`src/rtl/req_arb4.sv`:
```
// req_arb4: 4-requester arbiter with hold limit, fixed-priority or round-robin selection
module req_arb4 #(
   parameter int MAX_HOLD = 8,
   parameter bit RR_EN    = 1'b1
) (
   input  logic       clk,
   input  logic       rst_n,
   input  logic [3:0] req,
   input  logic       done,
   input  logic       mode,
   output logic [3:0] gnt,
   output logic [1:0] gnt_id,
   output logic       gnt_vld,
   output logic       timeout
);
   localparam int HW = (MAX_HOLD > 2) ? $clog2(MAX_HOLD) : 1;
   localparam logic [HW-1:0] HOLD_LAST = HW'(MAX_HOLD - 1);
   typedef enum logic [1:0] {IDLE, BUSY, GAP} state_t;
   state_t        state_q, state_d;
   logic [3:0]    gnt_q, gnt_d;
   logic [1:0]    gnt_id_q, gnt_id_d;
   logic          timeout_q, timeout_d;
   logic [HW-1:0] hold_cnt_q, hold_cnt_d;
   logic [1:0]    last_id_q, last_id_d;
   logic [1:0]    win_id, idx;
   logic          win_vld, rel;
   // winner selection: round-robin searches upward from the last owner, fixed picks the highest set bit
   always_comb begin
      win_id  = 2'd0;
      win_vld = 1'b0;
      idx     = 2'd0;
      if (RR_EN && mode) begin
         for (int i = 1; i <= 4; i++) begin
            idx = last_id_q + 2'(i);
            if (!win_vld && req[idx]) begin
               win_id  = idx;
               win_vld = 1'b1;
            end
         end
      end else begin
         for (int i = 0; i < 4; i++) begin
            if (req[i]) begin
               win_id  = 2'(i);
               win_vld = 1'b1;
            end
         end
      end
   end
   // next state: hold or release the grant in BUSY, arbitrate in IDLE and GAP
   always_comb begin
      state_d    = state_q;
      gnt_d      = gnt_q;
      gnt_id_d   = gnt_id_q;
      timeout_d  = 1'b0;
      hold_cnt_d = hold_cnt_q;
      last_id_d  = last_id_q;
      rel        = done || !req[gnt_id_q] || (hold_cnt_q == HOLD_LAST);
      if (state_q == BUSY) begin
         if (rel) begin
            state_d    = GAP;
            gnt_d      = 4'b0000;
            gnt_id_d   = 2'd0;
            hold_cnt_d = '0;
            last_id_d  = gnt_id_q;
            timeout_d  = !done && req[gnt_id_q];
         end else begin
            hold_cnt_d = hold_cnt_q + 1'b1;
         end
      end else begin
         state_d    = win_vld ? BUSY : IDLE;
         gnt_d      = win_vld ? (4'b0001 << win_id) : 4'b0000;
         gnt_id_d   = win_id;
         hold_cnt_d = '0;
      end
   end
   // state and registered outputs; reset drops any grant immediately
   always_ff @(posedge clk or negedge rst_n) begin
      if (!rst_n) begin
         state_q    <= IDLE;
         gnt_q      <= 4'b0000;
         gnt_id_q   <= 2'd0;
         timeout_q  <= 1'b0;
         hold_cnt_q <= '0;
         last_id_q  <= 2'b11;
      end else begin
         state_q    <= state_d;
         gnt_q      <= gnt_d;
         gnt_id_q   <= gnt_id_d;
         timeout_q  <= timeout_d;
         hold_cnt_q <= hold_cnt_d;
         last_id_q  <= last_id_d;
      end
   end
   assign gnt     = gnt_q;
   assign gnt_id  = gnt_id_q;
   assign gnt_vld = |gnt_q;
   assign timeout = timeout_q;
endmodule

```
`config.mk`:
```
export PLATFORM = sky130hd
export DESIGN_NAME = req_arb4
export DESIGN_NICKNAME = d
export VERILOG_FILES = /design/src/rtl/req_arb4.sv
export SDC_FILE = /design/constraint.sdc
export NUM_CORES = 1
export LEC_CHECK = 0
export BUFFER_PORTS_ARGS = -buffer_cell sky130_fd_sc_hd__buf_4
export CAP_MARGIN = 20
export CORE_AREA = 2 2 48 59
export DETAILED_ROUTE_END_ITERATION = 8
export DIE_AREA = 0 0 50 61
export PLACE_DENSITY = 0.56
export SLEW_MARGIN = 20
export SYNTH_ARGS = -nofsm -noshare
export SYNTH_HDL_FRONTEND = slang
export SYNTH_SLANG_ARGS = --single-unit
```
`constraint.sdc`:
```
create_clock -name clk -period 4.96 [get_ports clk]
set_clock_uncertainty 0.15 [all_clocks]
set_input_delay 1.24 -clock clk [delete_from_list [all_inputs] [get_ports clk]]
set_output_delay 1.24 -clock clk [all_outputs]
set_load 0.1 [all_outputs]
```
==> reports/results.tsv, run 1 <==
stage	metric	value	unit
detailed_routing	route.detailed.drc	0	
timing	setup_viol	0	
clock_tree	ctsResizeCount	0	
worst_setup_path	end_kind	output port	
detailed_routing	via_count	635	
timing	final.min_clock_period	2.84	ns
power_and_ir_drop	p_per_area	681	nW/um2
run_status	outcome	completed	
synth	synth.most_common_cell	dfrtp_1	
power_and_ir_drop	intPower	0.304	mW
floorplanning	io-pin-count	16	
global_route	overflow	0	
layout	fin_nets	103	
power_and_ir_drop	switching_share	55.0	%
clock_tree	cts.sinks	14	
clock_tree	hold_buffers	0	
worst_setup_path	arrival	1.45	ns
flow_run	cap_violations	0	
worst_setup_path	crit_family	simple AND/OR/NAND/NOR gates	
worst_setup_path	path_buf_inv	1	
timing	drv_slew	0	
synth	synthFlopType	dfrtp_1	
detailed_routing	vias_per_cell	5.08	
place	globalplace.congestion	0.717	
synth	synthDistinctLibCells	37	
worst_setup_path	reg2reg_from	last_id_q[1]$_DFFE_PN1P_	
synth	syn_nets	86	
layout	regArea	353	um2
synth	synth_top_cell_by_area	dfrtp_1	
detailed_routing	drt-initial-drc-count	5	
layout	drive_gt1_share	31.5	%
global_route	grt_first_pass_wirelength	3080	um
synth	ys_seq_elements	14	
clock_tree	tritoncts	built	
power_and_ir_drop	ir_drop	366	uV
global_route	grt_usage	13.8	%
detailed_routing	final_antenna_net_count	0	
synth	synth.area.top_cells	dfrtp_1 (36%), dfstp_2 (6.3%), mux4_2 (5.4%)	
floorplanning	die_w	50	um
power_and_ir_drop	p_sw	0.371	mW
worst_setup_path	path_max_fanout	3	
clock_tree	clk-insertion-delay-late	0.28	ns
floorplanning	core	2480	um2
power_and_ir_drop	comb_power_share	60.3	%
synth	synthCells	76	
floorplanning	dieArea	3050	um2
synth	synth-edff-count	0	
timing	max_freq	352	MHz
detailed_routing	wl	1700	um
worst_setup_path	worst-r2r-cell-count	4	
timing	relSlewSlack	73.0	%
floorplanning	die-height	61	um
synth	synth_top_area_share	35.7	%
worst_hold_path	hold_depth	1	
worst_setup_path	start_kind	flip-flop	
synth	synth_commonest_cells	dfrtp_1 (12), nand2_1 (6), inv_1 (4), nand2b_1 (4), o31ai_1 (4)	
clock_tree	numCtsBuffers	3	
timing	rsz0062_at_grt	false	
power_and_ir_drop	p_leak	0.434	nW
clock_tree	clk_pin_slew	0.09	ns
worst_setup_path	rrSetupSlack	2.99	ns
detailed_routing	wire_per_inst	13.6	um
floorplanning	rows	20	
timing	fin_tns_setup	0	ns
timing	hold_violations	0	
synth	yosys_warnings	0	
clock_tree	h-tree-depth	1	
clock_tree	clockBufferDepth	2	
synth	yosysSeqAreaShare	42.0	%
layout	syn2layout_area_growth	17.9	%
worst_hold_path	holdPathEnd	hold_cnt_q[0]$_DFF_PN0_	
place	portBuffers	15	
worst_setup_path	crit_chain	or4_1, buf_4	
global_route	grt_pass1_vias	647	
clock_tree	root_buffer	clkbuf_4	
synth	avgSynthCellArea	11.1	um2
worst_setup_path	worst_path_max_delay_cell	or4_1	
layout	nFillCells	259	
global_route	grt_max_degree	15	
worst_setup_path	path_class	flip-flop to output port	
worst_hold_path	hold_path.startpoint	hold_cnt_q[0]$_DFF_PN0_	
detailed_routing	drt_pass1_iterations	4	
power_and_ir_drop	seq_power_share	29.6	%
layout	n_antenna_cell	0	
worst_setup_path	r2r-end	gnt[3]$_DFFE_PN0P_	
worst_setup_path	worst_ep_required_time	3.57	ns
floorplanning	start_util	33.9	%
synth	async_flop_share	100	%
timing	tightest_slew	0.405	ns
worst_hold_path	min_path_type	flip-flop to flip-flop	
layout	multi_input_comb_area	443	um2
global_route	antenna_found_initial	0	
worst_setup_path	cp_slowest_stage_delay	0.52	ns
power_and_ir_drop	clkPwrFrac	10.0	%
clock_tree	post_cts_buffers	0	
timing	fin_crit_sh	57.3	%
timing	hold_slack	0.297	ns
synth	syn_area	841	um2
place	hpwl	1290	um
==> how the worst max path moves through the flow <==
stage | startpoint | end | cells past startpoint
after CTS | gnt[1]$_DFFE_PN0P_ | gnt_vld | 2
final | gnt[1]$_DFFE_PN0P_ | gnt_vld | 2
after floorplan | gnt[1]$_DFFE_PN0P_ | gnt_vld | 1
after detailed placement | req[3] | last_id_q[0]$_DFFE_PN1P_ | 6
after global routing | gnt[1]$_DFFE_PN0P_ | gnt_vld | 2
after global placement | req[3] | last_id_q[1]$_DFFE_PN1P_ | 6
==> state kept, by name (all words and copies together) (netlist names) <==
register and flops:
gnt 4, gnt_id 2, hold_cnt_q 3, last_id_q 2, state_q 2, timeout 1
==> worst reg2reg max path, cell delays in order, from the launching register on <==
cell,delay [ns]
dfstp_2,0.64
mux4_2,0.52
a211o_1,0.28
o311ai_4,0.14
o31ai_1,0.14
==> power by group through the flow <==
stage | sequential [mW] | clock [mW] | combinational, mW
CTS | 0.202 | 0.0691 | 0.411
global placement | 0.203 | 0 | 0.407
finish | 0.200 | 0.0678 | 0.407
global route | 0.209 | 0.0757 | 0.431
floorplan | 0.326 | 0 | 0.210
detailed placement | 0.203 | 0 | 0.411
==> metrics by stage <==
step	util (%)	instance area [um2]	std cells	setup slack [ns]	total power, mW
floorplan	-	841	76	1.75	0.536
global placement	38.9	965	121	2.25	0.610
detailed placement	38.9	965	121	2.22	0.614
CTS	40.0	991	125	2.11	0.682
global route	40.0	991	125	2.07	0.715
finish	40.0	991	125	2.12	0.675
==> cell type report <==
type	count	share of cell area (%)
clock buffers	4	2.65
inverters	4	1.52
multi-input cells	55	44.7
flip-flops and latches	14	35.6
well taps	33	4.17
repair buffers	15	11.4
==> cell usage in the layout (no fill, tap or decap), types with 2 or more instances in the layout <==
master,n
inv_1,4
nor2b_1,2
nand2b_1,4
nand2_1,6
nor3_1,2
and2_1,2
o31ai_1,4
mux2_1,2
dfrtp_1,12
mux4_2,2
clkbuf_4,3
ha_1,2
o21ai_1,2
nor2_1,2
a21oi_1,3
buf_4,15
dfstp_2,2
o21ai_0,3
==> cell families after synthesis <==
| family | synth area share, % |
|---|---|
| AND/OR/NAND/NOR | 21.7 |
| buffers and inverters | 5.36 |
| AO/OA/AOI/OAI | 18.8 |
| adder cells (fa/ha/maj) | 2.98 |
| multiplexers | 9.23 |
| flip-flops | 42.0 |
==> routing by layer <==
layer / track usage, % / vias up / routed length (um)
li1: - / 312 / -
met1: 17.8 / 310 / 778
met2: 22.0 / 11 / 850
met3: 1.48 / 2 / 45
met4: 9.52 / 0 / 29
met5: 0 / - / 0
(Power assumes the default switching activity.)
==> run 2: changes to the inputs <==
clock period = 2.9 ns   (was 4.96 ns; I/O delays follow)
==> reports/results.tsv, run 2 (same netlist as run 1, synthesis figures left out) <==
stage	metric	value	unit	change
run_status	outcome	completed		
timing	fin_tns_setup	0	ns	unchanged
global_route	use_met3	2.22	%	+0.74 points
clock_tree	clk_pin_slew	0.09	ns	about the same
clock_tree	tritoncts	built		
clock_tree	h-tree-depth	1		unchanged
worst_setup_path	start_kind	flip-flop		
floorplanning	die-height	61	um	unchanged
layout	fin_nets	103		unchanged
worst_setup_path	crit_chain	or4_1, buf_4		
layout	final_common_cell	buf_4		
global_route	grt_usage	13.6	%	-0.26 points
timing	relSlewSlack	72.6	%	-0.46 points
timing	tightest_slew	0.412	ns	+0.00686 ns
layout	layout_common_cells	buf_4 (15), dfrtp_1 (12), nand2_1 (6)		
detailed_routing	route.detailed.drc	0		unchanged
global_route	grt_first_pass_wirelength	3010	um	-2.2%
floorplanning	rows	20		unchanged
clock_tree	cts.sinks	14		unchanged
floorplanning	core	2480	um2	unchanged
layout	largest_register_ffs	4		unchanged
worst_setup_path	path_max_fanout	3		unchanged
worst_setup_path	crit_start	gnt[1]$_DFFE_PN0P_		
flow_run	cap_violations	0		unchanged
timing	fin_crit_sh	79.8	%	
detailed_routing	via_count	643		+1.3%
global_route	grt_util_met1	16.9	%	-0.93 points
clock_tree	numCtsBuffers	3		unchanged
detailed_routing	vias_per_cell	5.14		+1.3%
worst_setup_path	end_kind	output port		
place	portBuffers	15		unchanged
power_and_ir_drop	ir_drop	526	uV	+44%
place	globalplace.congestion	0.736		+2.6%
worst_setup_path	worst_path_max_delay_cell	or4_1		
power_and_ir_drop	p_sw	0.632	mW	+70%
detailed_routing	drt-initial-drc-count	9		+4
timing	final.min_clock_period	2.31	ns	
clock_tree	clk-insertion-delay-late	0.28	ns	about the same
layout	utilization	40.0	%	unchanged
worst_setup_path	worst-r2r-cell-count	4		unchanged
global_route	grt-busiest-layer	met2		
layout	drive_gt1_share	31.5	%	unchanged
global_route	antenna_found_initial	0		unchanged
power_and_ir_drop	p_per_area	1160	nW/um2	+71%
worst_setup_path	rrSetupSlack	0.93	ns	-2.06 ns
worst_setup_path	path_class	flip-flop to output port		
detailed_routing	final_antenna_net_count	0		unchanged
timing	hold_violations	0		unchanged
clock_tree	clockBufferDepth	2		unchanged
global_route	grt_util_met2	21.6	%	-0.38 points
worst_setup_path	r2r-end	gnt[3]$_DFFE_PN0P_		
worst_setup_path	path_buf_inv	1		unchanged
worst_setup_path	reg2reg_from	last_id_q[1]$_DFFE_PN1P_		
clock_tree	post_cts_buffers	0		unchanged
power_and_ir_drop	comb_power_share	60.6	%	+0.3 points
clock_tree	hold_buffers	0		unchanged
timing	drv_slew	0		unchanged
power_and_ir_drop	p_leak	0.434	nW	unchanged
floorplanning	dieArea	3050	um2	unchanged
timing	setup_viol	0		unchanged
layout	syn2layout_area_growth	17.9	%	unchanged
worst_setup_path	arrival	1.44	ns	about the same
clock_tree	root_buffer	clkbuf_4		
floorplanning	start_util	33.9	%	unchanged
detailed_routing	wl	1660	um	-2.8%
worst_hold_path	min_path_type	input pin to asynchronous set/reset pin		
place	hpwl	1290	um	about the same
detailed_routing	wire_per_inst	13.2	um	-2.8%
power_and_ir_drop	seq_power_share	29.6	%	about the same
worst_setup_path	crit_family	simple AND/OR/NAND/NOR gates		
global_route	grt_pass1_vias	626		-3.2%
global_route	overflow	0		unchanged
clock_tree	ctsResizeCount	0		unchanged
layout	nFillCells	261		+0.77%
timing	rsz0062_at_grt	false		
timing	max_freq	432	MHz	
floorplanning	io-pin-count	16		unchanged
power_and_ir_drop	clkPwrFrac	9.8	%	-0.2 points
floorplanning	die_w	50	um	unchanged
worst_setup_path	cp_slowest_stage_delay	0.52	ns	about the same
power_and_ir_drop	intPower	0.520	mW	+71%
layout	n_antenna_cell	0		unchanged
power_and_ir_drop	switching_share	54.9	%	-0.13 points
global_route	grt_max_degree	15		unchanged
worst_setup_path	worst_ep_required_time	2.03	ns	-1.54 ns
detailed_routing	drt_pass1_iterations	4		unchanged
==> run 2: cell counts in the layout (fill, tap and decap cells not counted) <==
Identical to the previous run, type by type.
==> run 2: power groups by stage <==
stage                     combinational (mW)  sequential (mW)  clock (mW)
after global placement                 0.696            0.347           0
after detailed placement               0.704            0.348           0
final                                  0.698            0.341       0.113
after global routing                   0.736            0.357       0.132
after CTS                              0.704            0.344       0.118
after floorplan                        0.359            0.558           0
==> run 2: layout make-up <==
class / instances / area (um2) / area share, %
Timing Repair Buffer: 15 / 113 / 11.4
Inverter: 4 / 15.0 / 1.52
Multi-Input combinational cell: 55 / 443 / 44.7
Sequential cell: 14 / 353 / 35.6
Tap cell: 33 / 41.3 / 4.17
Clock buffer: 4 / 26.3 / 2.65
==> run 2: worst reg2reg max path, cell delays in order, from the launching register on <==
cell,delay (ns)
dfstp_2,0.64
mux4_2,0.52
a211o_1,0.28
o311ai_4,0.14
o31ai_1,0.14
==> run 2: metrics by stage <==
| step | worst slack [ns] | std cells | power [mW] | hold WS, ns | cell area, um2 |
|---|---|---|---|---|---|
| floorplan | 0.209 | 76 | 0.917 | 0.266 | 841 |
| global placement | 0.700 | 121 | 1.04 | 0.288 | 965 |
| detailed placement | 0.668 | 121 | 1.05 | 0.285 | 965 |
| CTS | 0.572 | 125 | 1.17 | 0.124 | 991 |
| global route | 0.523 | 125 | 1.23 | 0.112 | 991 |
| finish | 0.586 | 125 | 1.15 | 0.128 | 991 |
==> run 2: worst max-delay path by stage <==
stage | end | slack [ns] | depth (start not counted)
2_1_floorplan | gnt_vld | 0.21 | 1
3_3_place_gp | last_id_q[1]$_DFFE_PN1P_ | 0.70 | 6
3_5_place_dp | last_id_q[0]$_DFFE_PN1P_ | 0.67 | 6
4_1_cts | gnt_vld | 0.57 | 2
5_1_grt | gnt_vld | 0.52 | 2
6_report | gnt_vld | 0.59 | 2
==> run 2: layer usage <==
layer,vias to the layer above,part of all wire (%)
met5,-,0
li1,311,-
met3,2,3.7
met4,0,2.0
met2,17,49
met1,313,45
